`src/rtl/serial_pkg.sv`:
```
// -----------------------------------------------------------------------------
// serial_pkg
// Shared definitions for the serial frame receiver:
//   state_t        - receive FSM states
//   START_BIT      - line level that opens a frame
//   STOP_BIT       - line level that must close a good frame
//   DIR_MSB_FIRST  - dir value: first data bit is the word's MSB
//   DIR_LSB_FIRST  - dir value: first data bit is the word's LSB
// -----------------------------------------------------------------------------
package serial_pkg;

    typedef enum logic [1:0] {
        ST_IDLE,
        ST_DATA,
        ST_PARITY,
        ST_STOP
    } state_t;

    // The line idles low, so a high bit is the only way to open a frame.
    localparam logic START_BIT = 1'b1;
    localparam logic STOP_BIT  = 1'b0;

    localparam logic DIR_MSB_FIRST = 1'b0;
    localparam logic DIR_LSB_FIRST = 1'b1;

endpackage

```
`src/rtl/serial_frame_receiver_if.sv`:
```
// -----------------------------------------------------------------------------
// serial_frame_receiver_if
// One-entry valid/ready output channel of the serial frame receiver.
//   data_out   - assembled word, stable while data_valid is high
//   data_valid - the buffer holds an unread word
//   data_ready - consumer accepts the word when data_valid && data_ready
// Modports:
//   master - the receiver side (drives data_out/data_valid)
//   slave  - the consumer side (drives data_ready)
// -----------------------------------------------------------------------------
interface serial_frame_receiver_if #(
    parameter int WIDTH = 8
);
    logic [WIDTH-1:0] data_out;
    logic             data_valid;
    logic             data_ready;

    modport master (
        output data_out,
        output data_valid,
        input  data_ready
    );

    modport slave (
        input  data_out,
        input  data_valid,
        output data_ready
    );
endinterface

```
`src/rtl/serial_frame_receiver_rx_hold_buf.sv`:
```
// -----------------------------------------------------------------------------
// rx_hold_buf
// One-entry holding register between the receive FSM and the consumer.
// A committed word is loaded when the buffer is empty or is being drained in
// the same cycle; otherwise the word is dropped and the sticky overrun flag is
// raised. Overrun is cleared by clear_err_i, but a new drop in the same cycle
// keeps it set.
// Ports:
//   clk, reset   - clock, synchronous active-high reset
//   commit_i     - a good frame is complete this cycle
//   word_i       - the completed frame's data
//   clear_err_i  - clears the overrun flag
//   overrun_o    - sticky overrun flag
//   out_if       - valid/ready output channel (master side)
// -----------------------------------------------------------------------------
module rx_hold_buf #(
    parameter int WIDTH = 8
) (
    input  logic             clk,
    input  logic             reset,
    input  logic             commit_i,
    input  logic [WIDTH-1:0] word_i,
    input  logic             clear_err_i,
    output logic             overrun_o,
    serial_frame_receiver_if.master out_if
);

    logic [WIDTH-1:0] data_q;
    logic             valid_q;
    logic             overrun_q;

    logic drain;
    logic load;
    logic drop;

    // NOTE: each always_comb output gets a value on every path, so no latch
    // can be inferred.
    always_comb begin
        drain = valid_q && out_if.data_ready;
        load  = commit_i && (!valid_q || drain);
        drop  = commit_i && valid_q && !drain;
    end

    always_ff @(posedge clk) begin
        if (reset) begin
            // NOTE: the data register is reset as well, so data_out reads 0
            // after reset rather than a stale word.
            data_q    <= '0;
            valid_q   <= 1'b0;
            overrun_q <= 1'b0;
        end else begin
            if (load) begin
                data_q  <= word_i;
                valid_q <= 1'b1;
            end else if (drain) begin
                valid_q <= 1'b0;
            end

            // Set has priority over clear so a drop is never lost.
            if (drop) begin
                overrun_q <= 1'b1;
            end else if (clear_err_i) begin
                overrun_q <= 1'b0;
            end
        end
    end

    assign out_if.data_out   = data_q;
    assign out_if.data_valid = valid_q;
    assign overrun_o         = overrun_q;

endmodule

```
`src/rtl/serial_frame_receiver.sv`:
```
// -----------------------------------------------------------------------------
// serial_frame_receiver
// Receives frames from a serial bit stream: start bit (1), WIDTH data bits
// (MSB- or LSB-first, chosen by dir at the start bit), an optional even parity
// bit, and a stop bit (0). Good frames are handed to a one-entry valid/ready
// buffer one cycle after the stop-bit strobe.
// Build option: define PARITY_CHECK_EN to insert and check the parity bit.
// Ports:
//   clk        - system clock, rising edge
//   reset      - synchronous active-high reset
//   bit_valid  - in_bit carries a new serial bit this cycle
//   in_bit     - serial data
//   dir        - 0 = MSB-first, 1 = LSB-first (sampled at the start bit)
//   clear_err  - clears overrun
//   frame_err  - one-cycle pulse: stop bit was 1
//   overrun    - sticky: a good frame was dropped because the buffer was full
//   parity_err - one-cycle pulse on parity mismatch (0 without PARITY_CHECK_EN)
//   out_if     - valid/ready output channel (data_out/data_valid/data_ready)
// -----------------------------------------------------------------------------
module serial_frame_receiver
    import serial_pkg::*;
#(
    parameter int WIDTH = 8
) (
    input  logic clk,
    input  logic reset,
    input  logic bit_valid,
    input  logic in_bit,
    input  logic dir,
    input  logic clear_err,
    output logic frame_err,
    output logic overrun,
    output logic parity_err,
    serial_frame_receiver_if.master out_if
);

    localparam int CNT_W = (WIDTH > 1) ? $clog2(WIDTH) : 1;
    localparam logic [CNT_W-1:0] LAST_BIT = CNT_W'(WIDTH - 1);

    state_t           state_q;
    logic [CNT_W-1:0] count_q;
    logic [WIDTH-1:0] shift_q;
    logic             dir_q;
    logic             frame_err_q;
`ifdef PARITY_CHECK_EN
    logic             parity_bad_q;
    logic             parity_err_q;
`endif

    logic stop_strobe;
    logic good_frame;

    // NOTE: all state below is written with non-blocking assignments so every
    // register samples the values from before this clock edge.
    always_ff @(posedge clk) begin
        if (reset) begin
            state_q     <= ST_IDLE;
            count_q     <= '0;
            shift_q     <= '0;
            dir_q       <= DIR_MSB_FIRST;
            frame_err_q <= 1'b0;
`ifdef PARITY_CHECK_EN
            parity_bad_q <= 1'b0;
            parity_err_q <= 1'b0;
`endif
        end else begin
            // Error flags are pulses: low unless the STOP decision raises them.
            frame_err_q <= 1'b0;
`ifdef PARITY_CHECK_EN
            parity_err_q <= 1'b0;
`endif
            if (bit_valid) begin
                unique case (state_q)
                    ST_IDLE: begin
                        if (in_bit == START_BIT) begin
                            state_q <= ST_DATA;
                            count_q <= '0;
                            shift_q <= '0;
                            dir_q   <= dir;
                        end
                    end
                    ST_DATA: begin
                        if (dir_q == DIR_LSB_FIRST) begin
                            shift_q <= {in_bit, shift_q[WIDTH-1:1]};
                        end else begin
                            shift_q <= {shift_q[WIDTH-2:0], in_bit};
                        end
                        if (count_q == LAST_BIT) begin
                            count_q <= '0;
`ifdef PARITY_CHECK_EN
                            state_q <= ST_PARITY;
`else
                            state_q <= ST_STOP;
`endif
                        end else begin
                            count_q <= count_q + 1'b1;
                        end
                    end
`ifdef PARITY_CHECK_EN
                    ST_PARITY: begin
                        // Even parity: data bits plus parity bit XOR to 0.
                        parity_bad_q <= (in_bit != ^shift_q);
                        state_q      <= ST_STOP;
                    end
`endif
                    ST_STOP: begin
                        frame_err_q <= (in_bit != STOP_BIT);
`ifdef PARITY_CHECK_EN
                        parity_err_q <= parity_bad_q;
`endif
                        state_q <= ST_IDLE;
                    end
                    default: begin
                        state_q <= ST_IDLE;
                    end
                endcase
            end
        end
    end

    assign stop_strobe = (state_q == ST_STOP) && bit_valid;

`ifdef PARITY_CHECK_EN
    assign good_frame = stop_strobe && (in_bit == STOP_BIT) && !parity_bad_q;
    assign parity_err = parity_err_q;
`else
    assign good_frame = stop_strobe && (in_bit == STOP_BIT);
    assign parity_err = 1'b0;
`endif

    assign frame_err = frame_err_q;

    // The buffer registers the commit on the stop-strobe edge, so data_valid
    // rises one cycle after the strobe.
    rx_hold_buf #(
        .WIDTH(WIDTH)
    ) u_hold_buf (
        .clk        (clk),
        .reset      (reset),
        .commit_i   (good_frame),
        .word_i     (shift_q),
        .clear_err_i(clear_err),
        .overrun_o  (overrun),
        .out_if     (out_if)
    );

endmodule

```
`src/flat_wrapper.sv`:
```
// flat-port wrapper written by rule: the top's interface ports become plain ports
module serial_frame_receiver_flat import serial_pkg::*;
#(
    parameter int WIDTH = 8
)
  (clk, reset, bit_valid, in_bit, dir, clear_err, frame_err, overrun, parity_err, out_if_data_out, out_if_data_valid, out_if_data_ready);
  serial_frame_receiver_if #(.WIDTH(WIDTH)) out_if_i ();
  input  logic clk;
  input  logic reset;
  input  logic bit_valid;
  input  logic in_bit;
  input  logic dir;
  input  logic clear_err;
  output logic frame_err;
  output logic overrun;
  output logic parity_err;
  output wire logic [$bits(out_if_i.data_out)-1:0] out_if_data_out;
  output wire logic [$bits(out_if_i.data_valid)-1:0] out_if_data_valid;
  input wire logic [$bits(out_if_i.data_ready)-1:0] out_if_data_ready;
  assign out_if_data_out = out_if_i.data_out;
  assign out_if_data_valid = out_if_i.data_valid;
  assign out_if_i.data_ready = out_if_data_ready;
  serial_frame_receiver #(.WIDTH(WIDTH)) u_core (.clk(clk), .reset(reset), .bit_valid(bit_valid), .in_bit(in_bit), .dir(dir), .clear_err(clear_err), .frame_err(frame_err), .overrun(overrun), .parity_err(parity_err), .out_if(out_if_i));
endmodule
```
`config.mk`:
```
export PLATFORM = sky130hd
export DESIGN_NAME = serial_frame_receiver_flat
export DESIGN_NICKNAME = d
export VERILOG_FILES = /design/src/rtl/serial_pkg.sv /design/src/rtl/serial_frame_receiver_if.sv /design/src/rtl/serial_frame_receiver_rx_hold_buf.sv /design/src/rtl/serial_frame_receiver.sv /design/src/flat_wrapper.sv
export SDC_FILE = /design/constraint.sdc
export NUM_CORES = 1
export LEC_CHECK = 0
export BUFFER_PORTS_ARGS = -buffer_cell sky130_fd_sc_hd__buf_2
export CORE_MARGIN = 3
export CORE_UTILIZATION = 35
export DETAILED_ROUTE_END_ITERATION = 16
export GPL_TIMING_DRIVEN = 0
export SLEW_MARGIN = 0
export SYNTH_ARGS = -nofsm -noshare
export SYNTH_HDL_FRONTEND = slang
export SYNTH_HIERARCHICAL = 1
export SYNTH_SLANG_ARGS = --single-unit
```
`constraint.sdc`:
```
create_clock -name clk -period 2 [get_ports clk]
set_clock_uncertainty 0.15 [all_clocks]
set_input_delay 0.4 -clock clk [delete_from_list [all_inputs] [get_ports clk]]
set_output_delay 0.4 -clock clk [all_outputs]
set_load 0.02 [all_outputs]
```
==> metrics <==
Placement Rows 19; port buffer count 17; Synth Register Bits 25; gr usage total 11.35%; crit-path cells buf_6 > nand3_1 > nor2_1 > nor2b_2 > buf_6 > mux2i_1; clk_lat worst skew 300 ps; Initial Utilization 38.61%; setup ws final 530.1 ps; CP endpoint kind flip-flop; number of CTS-inserted buffers 3; Max Slew Vio Count 0; Pleak 0.4773 nW; hold crit path type in -> reg; Post-Syn Area 1120 sq um; peak supply drop 0.0002720 V; CP Max Fanout 9; routed wire length 1.934 mm; layout cells sized above 1 24.03%; Sw Share 22.47%; post_cts resized 0; WS Path Type reg -> reg; vias post-DR 813; GPL Wtd Cong 0.7938; R2R cell count 6; hold path start dir; yosys warns 6; PD cells 611.3 nW/um^2; Post-Synth Simple-Gate Area 21.90%; largest net degree at the start of global routing 14; Synth area leaders dfxtp_1, mux2i_1, nand2b_1; largest family of logic cells by synthesized area simple AND/OR/NAND/NOR gates; number of fill cells 312; I/O pin count 19; Detail Placement HPWL 1.441 mm; slowest stage cell on the critical path dfxtp_1; Seq pwr share 64.2%; highest clock rate 680.3 MHz; DR DRC count 0; cells after synthesis 108; Arr. time, crit path 1560 ps; Die Wd 62.57 um; slowest cell delay on critical path 350 ps; R2R Path End u_core/u_hold_buf/out_if.data_out[5]; Final Cell Area 1284 sq um; clock-pin slew on the worst setup and hold paths 130 ps; WHS Endpoint u_core/dir_q; Startpoint Class flip-flop; Seq/Total Area, Yosys 44.69%; most frequent CP cell buf_6; Required @ worst endpoint 2090 ps; count of different cell masters after synthesis 22; Clock Root Buffer clkbuf_4; area grow syn2layout 14.64%; Hold-fix buffers, CTS 0; Die ar. 3914 sq um; outcome finished clean; commonest non-fill, non-tap cell in the layout dfxtp_1; vias in the first global route 834; Hold WS 205.2 ps; Comb power frac 8.1%; Power Total 0.7847 mW; Synth Area in Compound Gates 11.62%; Syn Nets 117; FF-to-FF Start u_core/state_q[0]; RSZ-0062 raised after global routing no; Final min period 1470 ps; Final Hold Viols 0; Final TNS setup 0 ps; max cap viols 0; top-area cell type share of the netlist area 44.69%; Detailed Routing Iterations Pass 1 4; Final setup viols 0; Synth Area in Adders 2.235%; post-synthesis xor/xnor area fraction 0%; ant diodes 0; NetSw 0.1764 mW; clock tree buffer depth 2; final worst-path cycle share 73.49%; Worst setup startpoint u_core/state_q[0]; Avg Synthesized Cell Area 10.37 sq um; area leader, netlist dfxtp_1; Layout Nets 139; DRT antenna net count 0; CTS tree built; global-route wire length before repair 3.677 mm; Routed WL per cell 11.31 um; core area 2900 sq um; DP Worst Slack 429.7 ps; Cell Int Power 0.6083 mW; Placed Area 1257 sq um; hold path depth 3; CTS HTree Levels 1; worst reg-to-reg setup slack 530 ps; Die Ht 62.57 um; most frequent cells in the layout dfxtp_1, buf_2, nand2b_1, mux2i_1, o2bb2ai_1; Clk network pwr share 27.7%; initial antenna violation count 0; DR iter-0 viols 48; mux share of post-synthesis cell area 15.20%; total gr overflow 0; Avg Vias per Cell 4.754; Clock Sinks 25; Post CTS Setup Buffer Count 0
## synthesized netlist by cell type
cell type,count
nor2b_2,1
nor2b_4,1
a21oi_1,5
o21ai_0,2
dfxtp_1,25
nand2b_1,18
nor2_1,8
and4bb_1,1
conb_1,1
buf_2,3
buf_4,1
o2bb2ai_1,9
ha_1,2
nand3_1,5
a21oi_4,1
nor2b_1,2
mux2i_1,17
nor3b_1,1
or2_4,1
buf_6,2
or2_2,1
and2b_1,1
## kinds of logic (layout without fill, tap and decap cells)
group / after synthesis / count (layout)
flops: 25 / 25
compound gates: 17 / 17
mux: 17 / 17
other cells: 1 / 1
simple gates: 40 / 40
buf+inv: 6 / 27
fa+ha+maj: 2 / 2
## metal layers
metal	track usage [%]	part of all wire, %	vias to the layer above
met5	0	0	-
met2	18.51	47	15
met1	14.60	49	382
met4	4.408	0.67	0
met3	2.338	3.5	2
li1	-	-	414
## per-stage QoR
step                      utilization, %  cells
after floorplan                        -    108
after CTS                          44.26    171
after detailed placement           43.36    167
final                              44.26    171
after global placement             43.36    167
after global routing               44.26    171
## worst max path at each step
stage                                      endpoint  slack (ps)
3_3_place_gp   u_core/u_hold_buf/out_if.data_out[5]         440
6_report       u_core/u_hold_buf/out_if.data_out[5]         530
5_1_grt        u_core/u_hold_buf/out_if.data_out[3]         330
2_1_floorplan  u_core/u_hold_buf/out_if.data_out[0]         690
4_1_cts        u_core/u_hold_buf/out_if.data_out[5]         520
3_5_place_dp   u_core/u_hold_buf/out_if.data_out[5]         430
## power by group through the flow
stage	clock (mW)	sequential, mW	combinational, mW
2_1_floorplan	0	0.515	0.0451
3_3_place_gp	0	0.515	0.0622
4_1_cts	0.233	0.504	0.0639
5_1_grt	0.262	0.505	0.0703
6_report	0.217	0.504	0.0635
3_5_place_dp	0	0.515	0.0637
## registers in the layout, indices dropped and copies added (netlist names)
name	cells
u_core/state_q	2
u_core/u_hold_buf/out_if.data_valid	1
u_core/shift_q	8
u_core/dir_q	1
u_core/u_hold_buf/out_if.data_out	8
u_core/count_q	3
u_core/frame_err	1
u_core/u_hold_buf/overrun_o	1
## final cells by class
type	instances	area (sq um)	share of cell area, %
multi-input cells	77	574.3	44.74
flip-flops and latches	25	500.5	38.99
repair buffers	17	85.08	6.628
well taps	42	52.55	4.094
plain buffers	6	45.04	3.509
clock buffers	4	26.28	2.047
## worst max-delay path, delay by kind of cell (launching register included)
family	cells	cell delay (ps)
and+or+nand+nor	3	440
muxes	1	180
buffers and inverters	2	280
DFF	1	350
Power figures use the tool's default switching activity.
